===== src/rtl/zfp_pkg.sv =====
// zfp_pkg - shared helpers for the floating-point block encoder.
//
// Contents:
//   ZFP_MAX_W       widest float word the helpers handle (64 bits).
//   zfp_word_t      container type; narrower formats are zero-extended into it.
//   clog2()         ceiling log2 for sizing counters and pointers.
//   blk_size()      block size rule: 4**dims values per block.
//   field_mask()    low-order mask of a given width.
//   get_expo()      exponent field of a float with (fp_w, exp_w) layout.
//   get_frac()      fraction field of a float with (fp_w, exp_w) layout.
//   exp_contrib()   saturating per-value exponent contribution, shared with
//                   fwd_cast so both stages agree on the block emax.
package zfp_pkg;

  localparam int ZFP_MAX_W = 64;

  typedef logic [ZFP_MAX_W-1:0] zfp_word_t;

  function automatic int clog2(input int n);
    int r;
    r = 0;
    while ((1 << r) < n) r++;
    return r;
  endfunction

  function automatic int blk_size(input int dims);
    return 4 ** dims;
  endfunction

  function automatic zfp_word_t field_mask(input int w);
    if (w >= ZFP_MAX_W) return '1;
    return (zfp_word_t'(1) << w) - zfp_word_t'(1);
  endfunction

  // Exponent sits directly below the sign bit, above the fraction.
  function automatic zfp_word_t get_expo(input zfp_word_t v, input int fp_w,
                                         input int exp_w);
    return (v >> (fp_w - 1 - exp_w)) & field_mask(exp_w);
  endfunction

  function automatic zfp_word_t get_frac(input zfp_word_t v, input int fp_w,
                                         input int exp_w);
    return v & field_mask(fp_w - 1 - exp_w);
  endfunction

  // True zero contributes 0 so an all-zero block has emax 0; every other
  // value contributes expo+1, except Inf/NaN which pin at all-ones rather
  // than wrapping back to 0.
  function automatic zfp_word_t exp_contrib(input zfp_word_t expo,
                                            input zfp_word_t frac,
                                            input int exp_w);
    zfp_word_t ones;
    ones = field_mask(exp_w);
    if (expo == '0 && frac == '0) return '0;
    if (expo == ones) return ones;
    return (expo + zfp_word_t'(1)) & ones;
  endfunction

endpackage


===== src/rtl/rvfifo_cc.sv =====
// rvfifo_cc - single-clock ready/valid FIFO.
//
// Ports:
//   clk, rst_n        clock; synchronous active-low flush of pointers/count.
//   s_data/valid/ready  write side; s_ready = not full (no full-bypass).
//   m_data/valid/ready  read side; m_data is the head entry, held stable
//                       while m_valid && !m_ready.
// A write is visible on the read side the cycle after it is accepted.
// DEPTH must be a power of two so the pointers wrap naturally.
module rvfifo_cc
  import zfp_pkg::*;
#(
  parameter int WIDTH = 64,
  parameter int DEPTH = 32
) (
  input  logic             clk,
  input  logic             rst_n,
  input  logic [WIDTH-1:0] s_data,
  input  logic             s_valid,
  output logic             s_ready,
  output logic [WIDTH-1:0] m_data,
  output logic             m_valid,
  input  logic             m_ready
);

  localparam int AW = clog2(DEPTH);

  logic [AW-1:0] wr_ptr_q, wr_ptr_d;
  logic [AW-1:0] rd_ptr_q, rd_ptr_d;
  logic [AW:0]   count_q,  count_d;
  logic [WIDTH-1:0] mem_q [DEPTH];

  logic push, pop;

  assign s_ready = (count_q != (AW+1)'(DEPTH));
  assign m_valid = (count_q != '0);
  assign m_data  = mem_q[rd_ptr_q];
  assign push    = s_valid && s_ready;
  assign pop     = m_valid && m_ready;

  always_comb begin
    // NOTE: every output of a combinational block gets a default first so
    // no path leaves it unassigned and a latch is never inferred.
    wr_ptr_d = wr_ptr_q;
    rd_ptr_d = rd_ptr_q;
    count_d  = count_q;
    if (push) wr_ptr_d = wr_ptr_q + AW'(1);
    if (pop)  rd_ptr_d = rd_ptr_q + AW'(1);
    case ({push, pop})
      2'b10:   count_d = count_q + (AW+1)'(1);
      2'b01:   count_d = count_q - (AW+1)'(1);
      default: count_d = count_q;
    endcase
  end

  // NOTE: sequential state uses non-blocking assignments so every flop
  // samples pre-edge values regardless of block evaluation order.
  always_ff @(posedge clk) begin
    if (!rst_n) begin
      wr_ptr_q <= '0;
      rd_ptr_q <= '0;
      count_q  <= '0;
    end else begin
      wr_ptr_q <= wr_ptr_d;
      rd_ptr_q <= rd_ptr_d;
      count_q  <= count_d;
    end
  end

  // NOTE: the storage array is deliberately not reset; the count gates
  // m_valid, so stale contents are never observed and the array can map
  // onto plain RAM.
  always_ff @(posedge clk) begin
    if (push) mem_q[wr_ptr_q] <= s_data;
  end

endmodule


===== src/rtl/find_emax_p.sv =====
// find_emax_p - block exponent-max stage of the floating-point encoder.
//
// Scans the input stream in blocks of BLK = 4**DIMS values, forwards every
// value unchanged through a DEPTH-entry FIFO, and emits one emax plus an
// all-zero flag per block on an independent handshake.
//
// Ports:
//   clk, reset                clock; synchronous active-low reset.
//   s_fp_data/valid/ready     input value stream.
//   m_fp_data/valid/ready     forwarded values, same order, one cycle latency.
//   m_ex_data/zero/valid/ready  per-block emax and all-zero flag.
module find_emax_p
  import zfp_pkg::*;
#(
  parameter int FP_W  = 64,
  parameter int EXP_W = 11,
  parameter int DIMS  = 2,
  parameter int DEPTH = 32
) (
  input  logic             clk,
  input  logic             reset,
  input  logic [FP_W-1:0]  s_fp_data,
  input  logic             s_fp_valid,
  output logic             s_fp_ready,
  output logic [FP_W-1:0]  m_fp_data,
  output logic             m_fp_valid,
  input  logic             m_fp_ready,
  output logic [EXP_W-1:0] m_ex_data,
  output logic             m_ex_zero,
  output logic             m_ex_valid,
  input  logic             m_ex_ready
);

  localparam int BLK   = blk_size(DIMS);
  localparam int CNT_W = (BLK > 1) ? clog2(BLK) : 1;
  localparam logic [CNT_W-1:0] CNT_LAST = CNT_W'(BLK - 1);

  logic [CNT_W-1:0] cnt_q, cnt_d;
  logic [EXP_W-1:0] acc_q, acc_d;
  logic             zf_q, zf_d;
  logic             ex_valid_q, ex_valid_d;
  logic [EXP_W-1:0] ex_data_q, ex_data_d;
  logic             ex_zero_q, ex_zero_d;

  logic [EXP_W-1:0] e;
  logic [EXP_W-1:0] acc_next;
  logic             zf_next;
  logic             fifo_ready;
  logic             last;
  logic             accept;

  assign e = EXP_W'(exp_contrib(get_expo(ZFP_MAX_W'(s_fp_data), FP_W, EXP_W),
                                get_frac(ZFP_MAX_W'(s_fp_data), FP_W, EXP_W),
                                EXP_W));

  assign last = (cnt_q == CNT_LAST);

  // Only the block-closing value needs a free emax slot; a slot being
  // drained this very cycle counts as free.
  assign s_fp_ready = reset && fifo_ready &&
                      (!last || !ex_valid_q || m_ex_ready);
  assign accept     = s_fp_valid && s_fp_ready;

  assign m_ex_data  = ex_data_q;
  assign m_ex_zero  = ex_zero_q;
  assign m_ex_valid = ex_valid_q;

  always_comb begin
    // First value of a block starts fresh; with BLK==1 this also yields
    // e alone for the emax.
    if (cnt_q == '0) begin
      acc_next = e;
      zf_next  = (e == '0);
    end else begin
      acc_next = (e > acc_q) ? e : acc_q;
      zf_next  = zf_q && (e == '0);
    end

    cnt_d      = cnt_q;
    acc_d      = acc_q;
    zf_d       = zf_q;
    ex_valid_d = ex_valid_q;
    ex_data_d  = ex_data_q;
    ex_zero_d  = ex_zero_q;

    if (accept) begin
      cnt_d = last ? '0 : cnt_q + CNT_W'(1);
      acc_d = acc_next;
      zf_d  = zf_next;
    end

    if (ex_valid_q && m_ex_ready) ex_valid_d = 1'b0;
    // Load after clear so a same-cycle load keeps the register valid.
    if (accept && last) begin
      ex_valid_d = 1'b1;
      ex_data_d  = acc_next;
      ex_zero_d  = zf_next;
    end
  end

  always_ff @(posedge clk) begin
    if (!reset) begin
      cnt_q      <= '0;
      acc_q      <= '0;
      zf_q       <= 1'b0;
      ex_valid_q <= 1'b0;
      ex_data_q  <= '0;
      ex_zero_q  <= 1'b0;
    end else begin
      cnt_q      <= cnt_d;
      acc_q      <= acc_d;
      zf_q       <= zf_d;
      ex_valid_q <= ex_valid_d;
      ex_data_q  <= ex_data_d;
      ex_zero_q  <= ex_zero_d;
    end
  end

  rvfifo_cc #(
    .WIDTH (FP_W),
    .DEPTH (DEPTH)
  ) u_value_fifo (
    .clk     (clk),
    .rst_n   (reset),
    .s_data  (s_fp_data),
    .s_valid (accept),
    .s_ready (fifo_ready),
    .m_data  (m_fp_data),
    .m_valid (m_fp_valid),
    .m_ready (m_fp_ready)
  );

endmodule


===== config.mk =====
export PLATFORM = sky130hd
export DESIGN_NAME = find_emax_p
export DESIGN_NICKNAME = d
export VERILOG_FILES = /design/src/rtl/zfp_pkg.sv /design/src/rtl/rvfifo_cc.sv /design/src/rtl/find_emax_p.sv
export SDC_FILE = /design/constraint.sdc
export NUM_CORES = 2
export LEC_CHECK = 0
export CAP_MARGIN = 0
export CELL_PAD_IN_SITES_DETAIL_PLACEMENT = 1
export CELL_PAD_IN_SITES_GLOBAL_PLACEMENT = 1
export CORE_MARGIN = 2
export CORE_UTILIZATION = 46
export CTS_CLUSTER_DIAMETER = 150
export DETAILED_ROUTE_END_ITERATION = 12
export GPL_TIMING_DRIVEN = 1
export PLACE_DENSITY_LB_ADDON = 0.1
export RECOVER_POWER = 25
export SYNTH_ARGS = -nofsm -noshare
export SYNTH_HDL_FRONTEND = slang
export SYNTH_SLANG_ARGS = --single-unit
export TNS_END_PERCENT = 10

===== constraint.sdc =====
create_clock -name clk -period 14.7 [get_ports clk]
set_input_delay 4.41 -clock clk [delete_from_list [all_inputs] [get_ports clk]]
set_output_delay 4.41 -clock clk [all_outputs]
set_load 0.1 [all_outputs]

### Word level (Yosys, flattened, before mapping)

Memories as Yosys holds them, arrays and structs flattened. A register that Yosys moved wholly into a read port is not among the register bits.
Cells that the tools add are included.

| operators by class | value |
|---|---|
| add/subtract/negate cells | 6 |
| multipliers | 0 |
| div/mod/pow operators | 0 |
| magnitude comparators | 1 |
| equal/unequal tests | 5 |
| shifts and indexed selects | 0 |
| multiplexer cells | 18 |
| bitwise operators | 0 |
| reduce and logical (&&, ||, !) cells | 20 |

Operator list:

| kind | number |
|---|---|
| zero test 64 bit | 2 |
| two-way mux 11 bit | 6 |
| one-hot mux 6 bit (2 select lines) | 1 |
| adder 11 x 1 -> 11 bit, second input constant | 1 |
| equality test 11 bit, second input constant | 1 |
| > comparator 11 bit | 1 |
| zero test 11 bit | 1 |
| adder 5 x 1 -> 5 bit, second input constant | 2 |
| two-way mux 5 bit | 2 |
| logical AND 1 bit | 9 |
| two-way mux 1 bit | 8 |
| adder 6 x 1 -> 6 bit, second input constant | 1 |
| != test 6 bit, second input constant | 1 |
| nonzero test 6 bit | 1 |
| subtractor 6 x 1 -> 6 bit, second input constant | 1 |
| adder 4 x 1 -> 4 bit, second input constant | 1 |
| equality test 4 bit, second input constant | 1 |
| zero test 4 bit | 1 |
| two-way mux 4 bit | 1 |
| nonzero test 2 bit | 2 |
| equality test 2 x 1 -> 1 bit, second input constant | 1 |
| equality test 2 bit, second input constant | 1 |
| zero test 1 bit | 2 |
| logical OR 1 bit | 2 |

| storage, ports and cells | value |
|---|---|
| register bits | 45 |
| latch bits | 0 |
| bits in writable memories | 2048 |
| ROM bits | 0 |
| bits of input ports | 69 |
| word-level logic and storage cells | 60 |
| memories kept | 1 |

Memories:

| memory | depth | bits a word | rd ports | clocked after memory_dff | wr ports | RTL line | RTL |
|---|---|---|---|---|---|---|---|
| u_value_fifo.mem_q | 32 | 64 | 1 | 1 | 1 | rvfifo_cc.sv:31 | `logic [WIDTH-1:0] mem_q [DEPTH];` |

### Logic depth before layout (Yosys ltp)

| logic depth | value |
|---|---|
| depth in word-level cells | 9 |
| gate-level depth with buffers | 15 |
| mapped depth without buffers | 14 |

### Cells and area by module

Synthesis repeated with hierarchy kept, for this count alone.

| unflattened totals | value |
|---|---|
| cells, all modules | 3903 |
| area total of the unflattened synthesis | 80516.0 sq um |

Modules (own cells, without submodules):

| module | times used | cells each | area an instance (sq um) | sequential area each (sq um) |
|---|---|---|---|---|
| rvfifo_cc | 1 | 3652 | 78479.0 | 61919.4 |
| find_emax_p | 1 | 251 | 2037.0 | 580.6 |

### Least setup slack after synthesis

No wires, ideal clock.

| path | value |
|---|---|
| path type | in2out |
| start | in reset |
| end | out s_fp_ready |
| arrival | 7160 ps |
| path slack | 3130 ps |
| cell stages on the path | 3 |
| buffers on the path | 2 |
| cells stage by stage | clkbuf_1 > clkbuf_1 > nor3b_1 |

| on the way | value |
|---|---|
| cells in the longest elaborated chain, start to end | 2 |

Ends and longest elaborated chain:

| what | RTL line | RTL |
|---|---|---|
| from (decl) | find_emax_p.sv:21 | `input logic reset,` |
| logical AND 1 bit (2 in a row) | find_emax_p.sv:60 | `assign s_fp_ready = reset && fifo_ready &&` |
| to (decl) | find_emax_p.sv:24 | `output logic s_fp_ready,` |

No other way between the ends.

### Final worst setup path

Ends and elaborated chain as after synthesis.

==> flow_summary.toml <==
[floorplan]
start_util = 0.463
die_w_microns = 422
fp.coreArea_sq_um = 174000
io-pin-count = 148
die-area_sq_um = 178000
die_y_microns = 422
num_rows = 153

[clock_network]
cts.sinks = 2098
clk_latency_ns = 0.85
clockBufferDepth = 3
cts-root-buf = "clkbuf_16"
ctsResizeCount = 0
hold_buffers = 0
cts_tree = "done"
h-tree-depth = 4
path_clk_slew_ns = 0.06
cts_made_buffers = 209
cts_setup_buffers = 0

[cells_and_area]
drive_above_1_share = 0.299
syn2layout_area_growth_pct = 14.0
final_nets = 3713

[sta]
max-slew-margin-rel = -0.243
fin_crit_sh = 0.755
finalHoldViolations = 0
grt_setup_unrepaired = "false"
fin_tns_setup_ns = 0
max_freq_mhz = 90.1
max_slew.worst_pin.slew_ns = 1.86
layout_setup_ws_ns = 3.60
setup_viol = 0
fin_worst_skew_ns = 0.0378
drv_slew = 361
period_minus_slack_ns = 11.10

[logic_synthesis]
synth_top_area_cell = "edfxtp_1"
synth_area_leaders = "edfxtp_1, mux4_2, dfxtp_1"
synth-seq-area-share = 0.777
syn_area_per_cell_sq_um = 24.4
postSynthCellCount = 3301
synth_edf_count = 2048
synth_seq_cells = 2098
yosysWarnings = 0
netlist.area_leader.share = 0.764
syn_area_sq_um = 80400
ys.flop_type = "edfxtp_1"
synthArstFlopShare = 0
syn_nets = 3396
synth_cell_types = 49

[place]
pre_cts_slack_ns = 3.59
place.gp.congestion = 0.750
port-buffer-count = 147
dpl.hpwl_mm = 102

[setup_path]
crit_type = "in -> out"
worst_setup_path_start_kind = "input pin"
crit_top_cell = "clkdlybuf4s50_1"
arrival_ns = 6.69
cp_slowest_cell = "clkdlybuf4s50_1"
cp.required_ns = 10.29
worstPathCellList = "clkdlybuf4s50_1 -> buf_4 -> nor3b_1 -> clkdlybuf4s50_1"
crit_path_end_kind = "output port"
crit_fanout = 47
cp_slowest_stage_delay_ns = 1.18

[route]
first_pass_iters = 5
ant_nets = 0
wl_per_cell_microns = 34.4
via_per_inst = 6.08
wirelength_mm = 211
num_vias = 37200
drc = 0
drtIter0Drc = 4087

[global_routing]
antenna_found_initial = 7
grt_use_total = 0.239
grt_pass1_vias = 40500
grt-ovfl-total = 0
grt_max_degree = 140
grt_pass1_wl_mm = 301

[power_and_ir_drop]
pwr-share-seq = 0.475
cellPowerDensity_nw_per_um2 = 153
switching_power_uw = 3570
p_sw_frac = 0.255
p_int_uw = 10400
combPwrFrac = 0.161
vdd.ir_drop.worst_mv = 0.156
clkPwrFrac = 0.364
leakagePower_uw = 0.0275

[worst_hold_path]
hold_path.class = "reg -> reg"

[status]
status = "finished with violations"
violations = "capacitance limit, slew limit"

[job]
drv_cap = 10
==> synthesized netlist by cell type (all sizes together) (13+ instances only) <==
cell type	n
edfxtp	2048
mux2	65
clkbuf	99
mux2i	13
nor2	40
nand3	30
dfxtp	50
ha	25
buf	72
mux4	640
o21ai	31
nor4	16
nand2	34
and2	17
inv	27
==> power by group through the flow <==
| stage | Combinational, uW | Sequential (uW) | Clock [uW] |
|---|---|---|---|
| 2_1_floorplan | 1740 | 6750 | 0 |
| 3_3_place_gp | 2240 | 6790 | 0 |
| 3_5_place_dp | 2290 | 6790 | 0 |
| 4_1_cts | 2300 | 6660 | 5200 |
| 5_1_grt | 2380 | 6670 | 5410 |
| 6_report | 2250 | 6670 | 5100 |
==> critical path, delay by kind of cell <==
kind | cells | cell delay, ns
buf+inv | 3 | 2.03
simple gates | 1 | 0.24
==> registers in the layout (all words and copies together) (netlist names), named ones only <==
signal and count:
m_ex_zero 1, zf_q 1, u_value_fifo.mem_q 2048, u_value_fifo.count_q 6, u_value_fifo.wr_ptr_q 5, cnt_q 4, acc_q 11, u_value_fifo.rd_ptr_q 5
m_ex_data 11, m_ex_valid 1
==> cell type report <==
cell class / instances / area [sq um]
Inverter: 27 / 101
Sequential cell: 2098 / 62500
Timing Repair Buffer: 277 / 2390
Fill cell: 14800 / 82100
Tap cell: 2325 / 2910
Antenna cell: 4 / 10.0
Clock buffer: 263 / 5600
Multi-Input combinational cell: 1005 / 17300
Clock inverter: 113 / 876
==> cells by family (layout without fill, tap and decap cells) <==
logic type / count (synthesis) / count (layout) / synth area share
and+or+nand+nor: 179 / 179 / 0.0114
buffers and inverters: 198 / 680 / 0.0108
muxes: 718 / 718 / 0.190
other: 0 / 4 / 0
xor gates and xnor gates: 17 / 17 / 0.00185
AOI/OAI and AO/OA: 65 / 65 / 0.00491
DFF: 2098 / 2098 / 0.777
adders and majority gates: 26 / 26 / 0.00414
==> worst paths after layout <==
check | from | endpoint | slack, ns | depth (start not counted)
worst min register to register | acc_q[7] | acc_q[7] | 0.48 | 2
worst max register to register | cnt_q[0] | u_value_fifo.mem_q[15][19] | 10.52 | 9
worst min-delay path | acc_q[7] | acc_q[7] | 0.48 | 2
worst max-delay path | reset | s_fp_ready | 3.60 | 4
==> cell usage in the layout (no fill, tap or decap), drive strengths merged, types with 3 or more instances in the layout <==
master         instances
mux2                  65
o21ai                 31
a21oi                  7
and2                  17
edfxtp              2048
nor2b                  5
o211ai                 3
a31oi                  4
clkdlybuf4s50        113
buf                   96
bufinv                11
dlygate4sd3           34
nand3                 30
mux2i                 13
nand2                 34
mux4                 640
dfxtp                 50
and3                   4
nor4                  16
a21boi                 4
xor2                   6
xnor2                 11
clkinvlp               4
nand4                 11
inv                   36
clkinv                89
clkbuf               297
or3                    3
o21a                   5
ha                    25
nor2                  40
nor3b                  5
diode                  4
==> per-layer routing <==
layer  up-vias  GRT usage  part of all wire  wire (microns)
met2      1231      0.399              0.51          107000
met4         6     0.0509             0.016            3300
met3       247     0.0389             0.059           12500
li1      14900          -                 -               -
met1     20800      0.336              0.42           88100
met5         -          0           0.00016              34
==> through the flow <==
stage               utilization  total power [uW]  hold WS, ns  instance area [sq um]  std cells
finish                    0.528             14000        0.482                  91700       6112
global route              0.528             14500        0.511                  91700       6109
CTS                       0.528             14200        0.482                  91900       6108
detailed placement        0.491              9080        0.474                  85400       5732
global placement          0.491              9030        0.463                  85400       5732
floorplan                     -              8490        0.445                  80400       3301
Power figures use the tool's default switching activity.
